[src/rtl/shifter_pkg.sv]
// Shared op-code constants, FSM states and op decode for the sequential shifter.
// Rotates count as real shift ops only when SEQ_SHIFTER_ROTATE_EN is defined.
package shifter_pkg;

    localparam logic [2:0] OP_PASS = 3'b000;
    localparam logic [2:0] OP_LSL  = 3'b001;
    localparam logic [2:0] OP_LSR  = 3'b010;
    localparam logic [2:0] OP_ASR  = 3'b011;
    localparam logic [2:0] OP_ROR  = 3'b100;
    localparam logic [2:0] OP_ROL  = 3'b101;

    typedef enum logic [1:0] {
        IDLE  = 2'b00,
        SHIFT = 2'b01,
        DONE  = 2'b10
    } state_t;

    // True when the op iterates; everything else completes as a pass-through.
    function automatic logic op_shifts(input logic [2:0] op);
        logic r;
        r = 1'b0;
        case (op)
            OP_LSL, OP_LSR, OP_ASR: r = 1'b1;
`ifdef SEQ_SHIFTER_ROTATE_EN
            OP_ROR, OP_ROL:         r = 1'b1;
`endif
            default:                r = 1'b0;
        endcase
        return r;
    endfunction

endpackage

[src/rtl/shift_step.sv]
// Single 1-bit shift/rotate step plus the bit that leaves the register.
// Combinational, zero latency; no handshake.
// Rotate decode present only with SEQ_SHIFTER_ROTATE_EN.
module shift_step #(
    parameter int WIDTH = 16
) (
    input  logic [WIDTH-1:0] val,
    input  logic [2:0]       op,
    output logic [WIDTH-1:0] nxt,
    output logic             bit_out
);
    import shifter_pkg::*;

    always_comb begin
        nxt     = val;
        bit_out = 1'b0;
        case (op)
            OP_LSL: begin
                nxt     = {val[WIDTH-2:0], 1'b0};
                bit_out = val[WIDTH-1];
            end
            OP_LSR: begin
                nxt     = {1'b0, val[WIDTH-1:1]};
                bit_out = val[0];
            end
            OP_ASR: begin
                nxt     = {val[WIDTH-1], val[WIDTH-1:1]};
                bit_out = val[0];
            end
`ifdef SEQ_SHIFTER_ROTATE_EN
            OP_ROR: begin
                nxt     = {val[0], val[WIDTH-1:1]};
                bit_out = val[0];
            end
            OP_ROL: begin
                nxt     = {val[WIDTH-2:0], val[WIDTH-1]};
                bit_out = val[WIDTH-1];
            end
`endif
            default: begin
                nxt     = val;
                bit_out = 1'b0;
            end
        endcase
    end

endmodule

[src/rtl/seq_shifter.sv]
// Multi-cycle shifter, one bit per clock; rotates enabled by SEQ_SHIFTER_ROTATE_EN.
// Latency amt+1 cycles (1 for pass or amt=0), done pulses one cycle.
// start is ignored while busy and never queued; accepted again the cycle after done.
module seq_shifter #(
    parameter int WIDTH = 16,
    parameter int AMT_W = 4
) (
    input  logic             clk,
    input  logic             reset,
    input  logic             start,
    input  logic [WIDTH-1:0] in,
    input  logic [2:0]       op,
    input  logic [AMT_W-1:0] amt,
    output logic             busy,
    output logic             done,
    output logic [WIDTH-1:0] sout,
    output logic             carry,
    output logic             zero
);
    import shifter_pkg::*;

    state_t             state_q, state_d;
    logic [WIDTH-1:0]   work_q, work_d;
    logic [AMT_W-1:0]   cnt_q, cnt_d;
    logic [2:0]         op_q, op_d;
    logic [WIDTH-1:0]   sout_q, sout_d;
    logic               carry_q, carry_d;
    logic               zero_q, zero_d;
    logic               done_q, done_d;

    logic [WIDTH-1:0]   step_val;
    logic               step_bit;

    shift_step #(.WIDTH(WIDTH)) u_step (
        .val     (work_q),
        .op      (op_q),
        .nxt     (step_val),
        .bit_out (step_bit)
    );

    always_comb begin
        state_d = state_q;
        work_d  = work_q;
        cnt_d   = cnt_q;
        op_d    = op_q;
        sout_d  = sout_q;
        carry_d = carry_q;
        zero_d  = zero_q;
        done_d  = 1'b0;
        case (state_q)
            IDLE: begin
                if (start) begin
                    work_d = in;
                    cnt_d  = amt;
                    op_d   = op;
                    if (amt == '0 || !op_shifts(op)) begin
                        sout_d  = in;
                        carry_d = 1'b0;
                        zero_d  = (in == '0);
                        done_d  = 1'b1;
                        state_d = DONE;
                    end else begin
                        state_d = SHIFT;
                    end
                end
            end
            SHIFT: begin
                work_d = step_val;
                cnt_d  = cnt_q - AMT_W'(1);
                // Last step: publish the result on the same edge that raises done.
                if (cnt_q == AMT_W'(1)) begin
                    sout_d  = step_val;
                    carry_d = step_bit;
                    zero_d  = (step_val == '0);
                    done_d  = 1'b1;
                    state_d = DONE;
                end
            end
            DONE:    state_d = IDLE;
            default: state_d = IDLE;
        endcase
    end

    always_ff @(posedge clk) begin
        if (reset) begin
            state_q <= IDLE;
            work_q  <= '0;
            cnt_q   <= '0;
            op_q    <= OP_PASS;
            sout_q  <= '0;
            carry_q <= 1'b0;
            zero_q  <= 1'b0;
            done_q  <= 1'b0;
        end else begin
            state_q <= state_d;
            work_q  <= work_d;
            cnt_q   <= cnt_d;
            op_q    <= op_d;
            sout_q  <= sout_d;
            carry_q <= carry_d;
            zero_q  <= zero_d;
            done_q  <= done_d;
        end
    end

    assign busy  = (state_q != IDLE);
    assign done  = done_q;
    assign sout  = sout_q;
    assign carry = carry_q;
    assign zero  = zero_q;

endmodule

[config.mk]
export PLATFORM = sky130hd
export DESIGN_NAME = seq_shifter
export DESIGN_NICKNAME = d
export VERILOG_FILES = /design/src/rtl/shifter_pkg.sv /design/src/rtl/shift_step.sv /design/src/rtl/seq_shifter.sv
export SDC_FILE = /design/constraint.sdc
export NUM_CORES = 1
export LEC_CHECK = 0
export ABC_CLOCK_PERIOD_IN_PS = 2850
export CORE_MARGIN = 3
export CORE_UTILIZATION = 28
export CTS_CLUSTER_DIAMETER = 120
export DETAILED_ROUTE_END_ITERATION = 6
export PLACE_DENSITY = 0.57
export SLEW_MARGIN = 20
export SYNTH_ARGS = -nofsm -noshare
export SYNTH_HDL_FRONTEND = slang
export SYNTH_SLANG_ARGS = --single-unit
[constraint.sdc]
create_clock -name clk -period 2.85 [get_ports clk]
set_input_delay 0.57 -clock clk [delete_from_list [all_inputs] [get_ports clk]]
set_output_delay 0.57 -clock clk [all_outputs]
set_load 0.005 [all_outputs]
==> results of run 1 <==
## power breakdown
group          leakage [uW]  switching [uW]  internal (uW)
Sequential         0.000363            46.8            673
Combinational      0.000632             209            199
Clock             0.0000614             230            287
## flip-flops by register name, summed over array words and instances, names as in the netlist
name,cells
sout,16
work_q,16
cnt_q,4
op_q,3
state_q,2
carry,1
done,1
zero,1
## cells in the final DEF, fill, tap and decap left out, drive strengths merged, types with 2 or more instances in the layout
master | Yosys | routed
nor2 | 65 | 65
clkdlybuf4s50 | 0 | 45
dfxtp | 44 | 44
a211oi | 28 | 28
a21oi | 17 | 17
nand2 | 15 | 15
nor2b | 9 | 9
buf | 9 | 9
inv | 8 | 8
o21a | 7 | 7
a22oi | 7 | 7
mux2i | 6 | 6
clkbuf | 16 | 6
nand2b | 5 | 5
nor3 | 5 | 5
a221oi | 5 | 5
nor4 | 4 | 4
nor3b | 4 | 4
nand4 | 4 | 4
a222oi | 3 | 3
a221o | 3 | 3
or4 | 3 | 3
or2 | 2 | 2
o21ai | 2 | 2
and2 | 2 | 2
a31oi | 2 | 2
ha | 2 | 2
## layer usage
| layer | vias to the layer above | global-route usage (%) | share of wire, % |
|---|---|---|---|
| li1 | 1124 | - | - |
| met1 | 1054 | 18.5 | 47 |
| met2 | 52 | 21.1 | 47 |
| met3 | 6 | 3.24 | 4.6 |
| met4 | 0 | 3.89 | 1.2 |
| met5 | - | 0 | 0 |
## layout make-up
class                      instances  area, um2
fill                             865       4890
timing repair buffer              54        518
sequential                        44        881
multi-input combinational        213       1270
clock inverter                     2       38.8
tap                              102        128
clock buffer                       6       82.6
inverter                           8       30.0
## cells by family after synthesis
| group | Yosys count | synth area share (%) |
|---|---|---|
| buffers and inverters | 33 | 6.47 |
| AO/OA/AOI/OAI | 82 | 26.6 |
| flip-flops | 44 | 38.3 |
| adder cells (fa/ha/maj) | 2 | 1.09 |
| multiplexers | 6 | 2.61 |
| AND/OR/NAND/NOR | 123 | 25.0 |
## metrics by stage
| step | hold slack [ns] | instances |
|---|---|---|
| 2_1_floorplan | 0.442 | 290 |
| 3_3_place_gp | 0.447 | 421 |
| 3_5_place_dp | 0.455 | 421 |
| 4_1_cts | 0.468 | 429 |
| 5_1_grt | 0.497 | 429 |
| 6_report | 0.461 | 429 |
## path summary, 6_finish.rpt
path	start	to	slack, ns	cells past startpoint
setup / recovery	op_q[2]	zero	0.46	7
hold / removal	sout[0]	sout[0]	0.46	2
setup reg to reg	op_q[2]	zero	0.46	7
hold reg to reg	sout[0]	sout[0]	0.46	2
## tightest hold or removal path, cell delays in order, from the launching register on
cell and delay [ns]:
dfxtp_1 0.32, nand2_1 0.05, a21oi_1 0.05
==> reports/results.ini, run 1 <==
[global_routing]
grt_usage_pct = 13.5
antenna_found_initial = 0
grt_pass1_wl_um = 10500
grt.overflow.total = 0
grt_max_degree = 45
grt_pass1_vias = 2054

[sta]
final-hold-violation-count = 0
final.min_clock_period_ns = 2.39
fmax_mhz = 418
worstMarginPinSlew_ns = 0.796
final.period_utilization_pct = 83.9
setup_tns_ns = 0
post-route-worst-setup-slack_ns = 0.460
rsz0062_at_grt = no
relSlewSlack_pct = 46.8
finalSetupViolations = 0
skew_ns = 0.00963
slew_violations = 0

[clocking]
cts-resized-gates = 0
cts-root-buf = clkbuf_8
cts_hold_buffers = 0
clock_path_buffers = 2
cts_buffers = 5
cts_setup_buffers = 0
clk_pin_slew_ns = 0.09
clk_latency_ns = 0.30
cts_tree = done
cts.sinks = 44
htree_levels = 2

[floorplan]
die-area_mm2 = 0.00934
start_util_pct = 29.3
coreArea_mm2 = 0.00785
die_y_um = 96.7
io-pin-count = 46
fp-row-count = 32
chipWidth_um = 96.7

[drt]
drt_iter0_drc = 145
num_vias = 2236
final_antenna_net_count = 0
routed_wl_um = 6260
first_pass_iters = 5
vias_per_cell = 5.21
post_drt_wl_per_cell_um = 14.6
drc = 0

[synthesis]
syn_nets = 318
syn_area_per_cell_um2 = 7.93
synth-seq-cells = 44
syn_area_mm2 = 0.00230
synth_most_common_cell = nor2_1
yosys.area.top_type = dfxtp_1
async_flop_share_pct = 0
ys.flop_type = dfxtp_1
synth_edf_count = 0
synth_top_area_share_pct = 38.3
ys_seq_area_share_pct = 38.3
yosys-top-cells-count = nor2_1 (65), dfxtp_1 (44), a211oi_1 (28), a21oi_1 (17), clkbuf_1 (16)
yosys_warnings = 0
synthDistinctLibCells = 44
synthTopCellsByArea = dfxtp_1 (38%), nor2_1 (11%), a211oi_1 (9.1%)
netlist_instances = 290

[placed_design]
preCtsSetupSlack_ns = 0.421
placed_area_mm2 = 0.00283
dp_hpwl_um = 4580
io_buffers = 45
routabilityCongestion = 0.797

[finish]
fin_util_pct = 37.6
area_growth_pct = 28.3
drive_gt1_share_pct = 7.03
diodes = 0
nets = 354
fin_area_mm2 = 0.00295

[pwr]
total_power_uw = 1650
power_per_cell_area_mw_per_mm2 = 557
power.leakage_uw = 0.00106
peakVddDrop_v = 0.000275

[setup_path]
cpLargestDelayFamily = simple AND/OR/NAND/NOR gates
path_cells = buf_4, nor4b_1, a221o_1, nand4_1, or4_1, or3_1, a311oi_1
path_buf_inv = 1
slowest_stage = or4_1
cp-end-kind = flip-flop
cp.required_ns = 3.07
cp_data_arrival_time_ns = 2.61
start_kind = flip-flop
path_class = reg2reg
crit_fanout = 16
max_stage_delay_ns = 0.42

[hold_path]
hold_path.class = reg2reg

[outcome]
outcome = finished clean

[flow_run]
cap_viol_max_count = 0

Power figures use the tool's default switching activity.
==> inputs of run 2 (changes only) <==
--- a/config.mk
+++ b/config.mk
@@ -5,12 +5,12 @@
 export SDC_FILE = /design/constraint.sdc
 export NUM_CORES = 1
 export LEC_CHECK = 0
-export ABC_CLOCK_PERIOD_IN_PS = 2850
+export ABC_CLOCK_PERIOD_IN_PS = 2100
 export CORE_MARGIN = 3
 export CORE_UTILIZATION = 28
 export CTS_CLUSTER_DIAMETER = 120
 export DETAILED_ROUTE_END_ITERATION = 6
-export PLACE_DENSITY = 0.57
+export PLACE_DENSITY = 0.58
 export SLEW_MARGIN = 20
 export SYNTH_ARGS = -nofsm -noshare
 export SYNTH_HDL_FRONTEND = slang
==> constraint.sdc (replaced) <==
create_clock -name clk -period 2.1 [get_ports clk]
set_input_delay 0.42 -clock clk [delete_from_list [all_inputs] [get_ports clk]]
set_output_delay 0.42 -clock clk [all_outputs]
set_load 0.005 [all_outputs]
==> run 2 against run 1 <==
Effect of this change: final cell count rose by 10%; the flow now finishes with violations (negative setup slack); highest routed layer unchanged; sequential power grew 36%; critical path depth stayed put; critical path type unchanged.
==> reports/results.ini, run 2 (synthesis gave the netlist of run 1 again) <==
[outcome]
outcome = finished with violations
violations = negative setup slack

[setup_path]
slowest_stage = or4_1
r2r_cells = 7
path_cells = buf_6, o21bai_4, nand2b_1, a22o_1, or4_1, or3_1, a311oi_2
start_kind = flip-flop
max_stage_delay_ns = 0.47
cp_data_arrival_time_ns = 2.32
cp.required_ns = 2.32
path_class = reg2reg
cp-end-kind = flip-flop
crit_fanout = 5

[hold_path]
hold_path.class = reg2reg
whs_path_depth = 2

[drt]
num_vias = 2389
vias_per_cell = 5.04
routed_wl_um = 6870
final_antenna_net_count = 0
post_drt_wl_per_cell_um = 14.5
drc = 0
first_pass_iters = 5
drt_iter0_drc = 141

[sta]
final.period_utilization_pct = 100
worstMarginPinSlew_ns = 0.412
slew_violations = 0
skew_ns = 0.0120
finalSetupViolations = 1
holdWs_ns = 0.457
post-route-worst-setup-slack_ns = -0.00466
fmax_mhz = 475
setup_tns_ns = -0.00466
rsz0062_at_grt = yes
final.min_clock_period_ns = 2.10
final-hold-violation-count = 0
relSlewSlack_pct = 72.5

[placed_design]
dp_hpwl_um = 4750
io_buffers = 45
dp.cells = 455
routabilityCongestion = 0.809
placed_area_mm2 = 0.00312

[pwr]
power.share.switching_pct = 29.6
power.leakage_uw = 0.00131
p_sw_uw = 723
pwr-share-comb_pct = 31.0
peakVddDrop_v = 0.000344
p_int_uw = 1720
pwr-share-seq_pct = 40.1
clkPwrFrac_pct = 28.9
power_per_cell_area_mw_per_mm2 = 706

[clocking]
htree_levels = 2
cts_tree = done
cts_buffers = 5
clk_latency_ns = 0.30
clk_pin_slew_ns = 0.09
cts-root-buf = clkbuf_8
cts.sinks = 44
clock_path_buffers = 2
cts_hold_buffers = 0

[finish]
final_common_cell = nor2_1
area_growth_pct = 50.1
fin_util_pct = 44.0
fillers = 801
diodes = 0
fin_area_mm2 = 0.00345
drive_gt1_share_pct = 21.8
final_cells = 474
nets = 399
layout_common_cells = nor2_1 (64), clkdlybuf4s50_1 (45), buf_4 (45)

[floorplan]
coreArea_mm2 = 0.00785
start_util_pct = 29.3
die_y_um = 96.7
die-area_mm2 = 0.00934
chipWidth_um = 96.7
io-pin-count = 46
fp-row-count = 32

[global_routing]
grt_pass1_wl_um = 11400
grt.overflow.total = 0
antenna_found_initial = 0
grt_usage_pct = 14.7
grt_max_degree = 45
grt_pass1_vias = 2328

[flow_run]
cap_viol_max_count = 0

-- run 2: cell count changes in the layout (fill, tap and decap cells not counted), moves of 2 or more --
cell | before | now
buf_12 | 0 | 3
dfxtp_4 | 0 | 2
dfxtp_1 | 44 | 42
a211oi_1 | 28 | 26
buf_4 | 9 | 45
buf_6 | 0 | 5
a211oi_2 | 0 | 2
-- run 2: final cells by class --
class / count / area (um2) / area share, %
timing repair buffer: 98 / 905 / 26.2
sequential: 44 / 888 / 25.7
clock buffer: 6 / 82.6 / 2.39
inverter: 8 / 30.0 / 0.869
tap: 102 / 128 / 3.69
clock inverter: 2 / 38.8 / 1.12
multi-input combinational: 214 / 1380 / 40.0
-- run 2: critical path: cells and delay by family (launching register included) --
kind / cells / cell delay [ns]
flops: 1 / 0.37
simple gates: 3 / 0.90
buf+inv: 1 / 0.13
compound gates: 3 / 0.63
-- run 2: worst paths after layout --
kind                            slack, ns  startpoint  endpoint
worst max-delay path               -0.005     op_q[1]      zero
worst min-delay path                 0.46    sout[14]  sout[14]
worst max register to register     -0.005     op_q[1]      zero
worst min register to register       0.46    sout[14]  sout[14]
-- run 2: what timing repair did --
| action | CTS | global route |
|---|---|---|
| buffers inserted | 10 | 1 |
| gates cloned | 1 | 0 |
| gates resized for setup | 15 | 10 |
| endpoints found under the setup margin | 1 | 3 |
| hold endpoints to repair | 0 | 0 |
| pin swaps | 4 | 4 |
-- run 2: per-stage QoR --
step                      power [uW]  setup slack [ns]
after floorplan                 1340           0.00759
after global placement          1660           -0.0955
after detailed placement        1660            -0.161
after CTS                       2440           -0.0218
after global routing            2580           -0.0922
final                           2440          -0.00466
-- run 2: power by group through the flow --
stage / clock [uW] / sequential (uW) / combinational [uW]
6_report: 706 / 978 / 756
2_1_floorplan: 0 / 980 / 359
4_1_cts: 724 / 977 / 738
5_1_grt: 753 / 992 / 831
3_3_place_gp: 0 / 991 / 667
3_5_place_dp: 0 / 990 / 673
-- run 2: routing by layer --
layer  part of all wire, %  global-route usage, %
met3                   4.5                   3.10
met4                  0.66                   3.24
met1                    46                   18.9
met5                     0                      0
met2                    49                   25.3
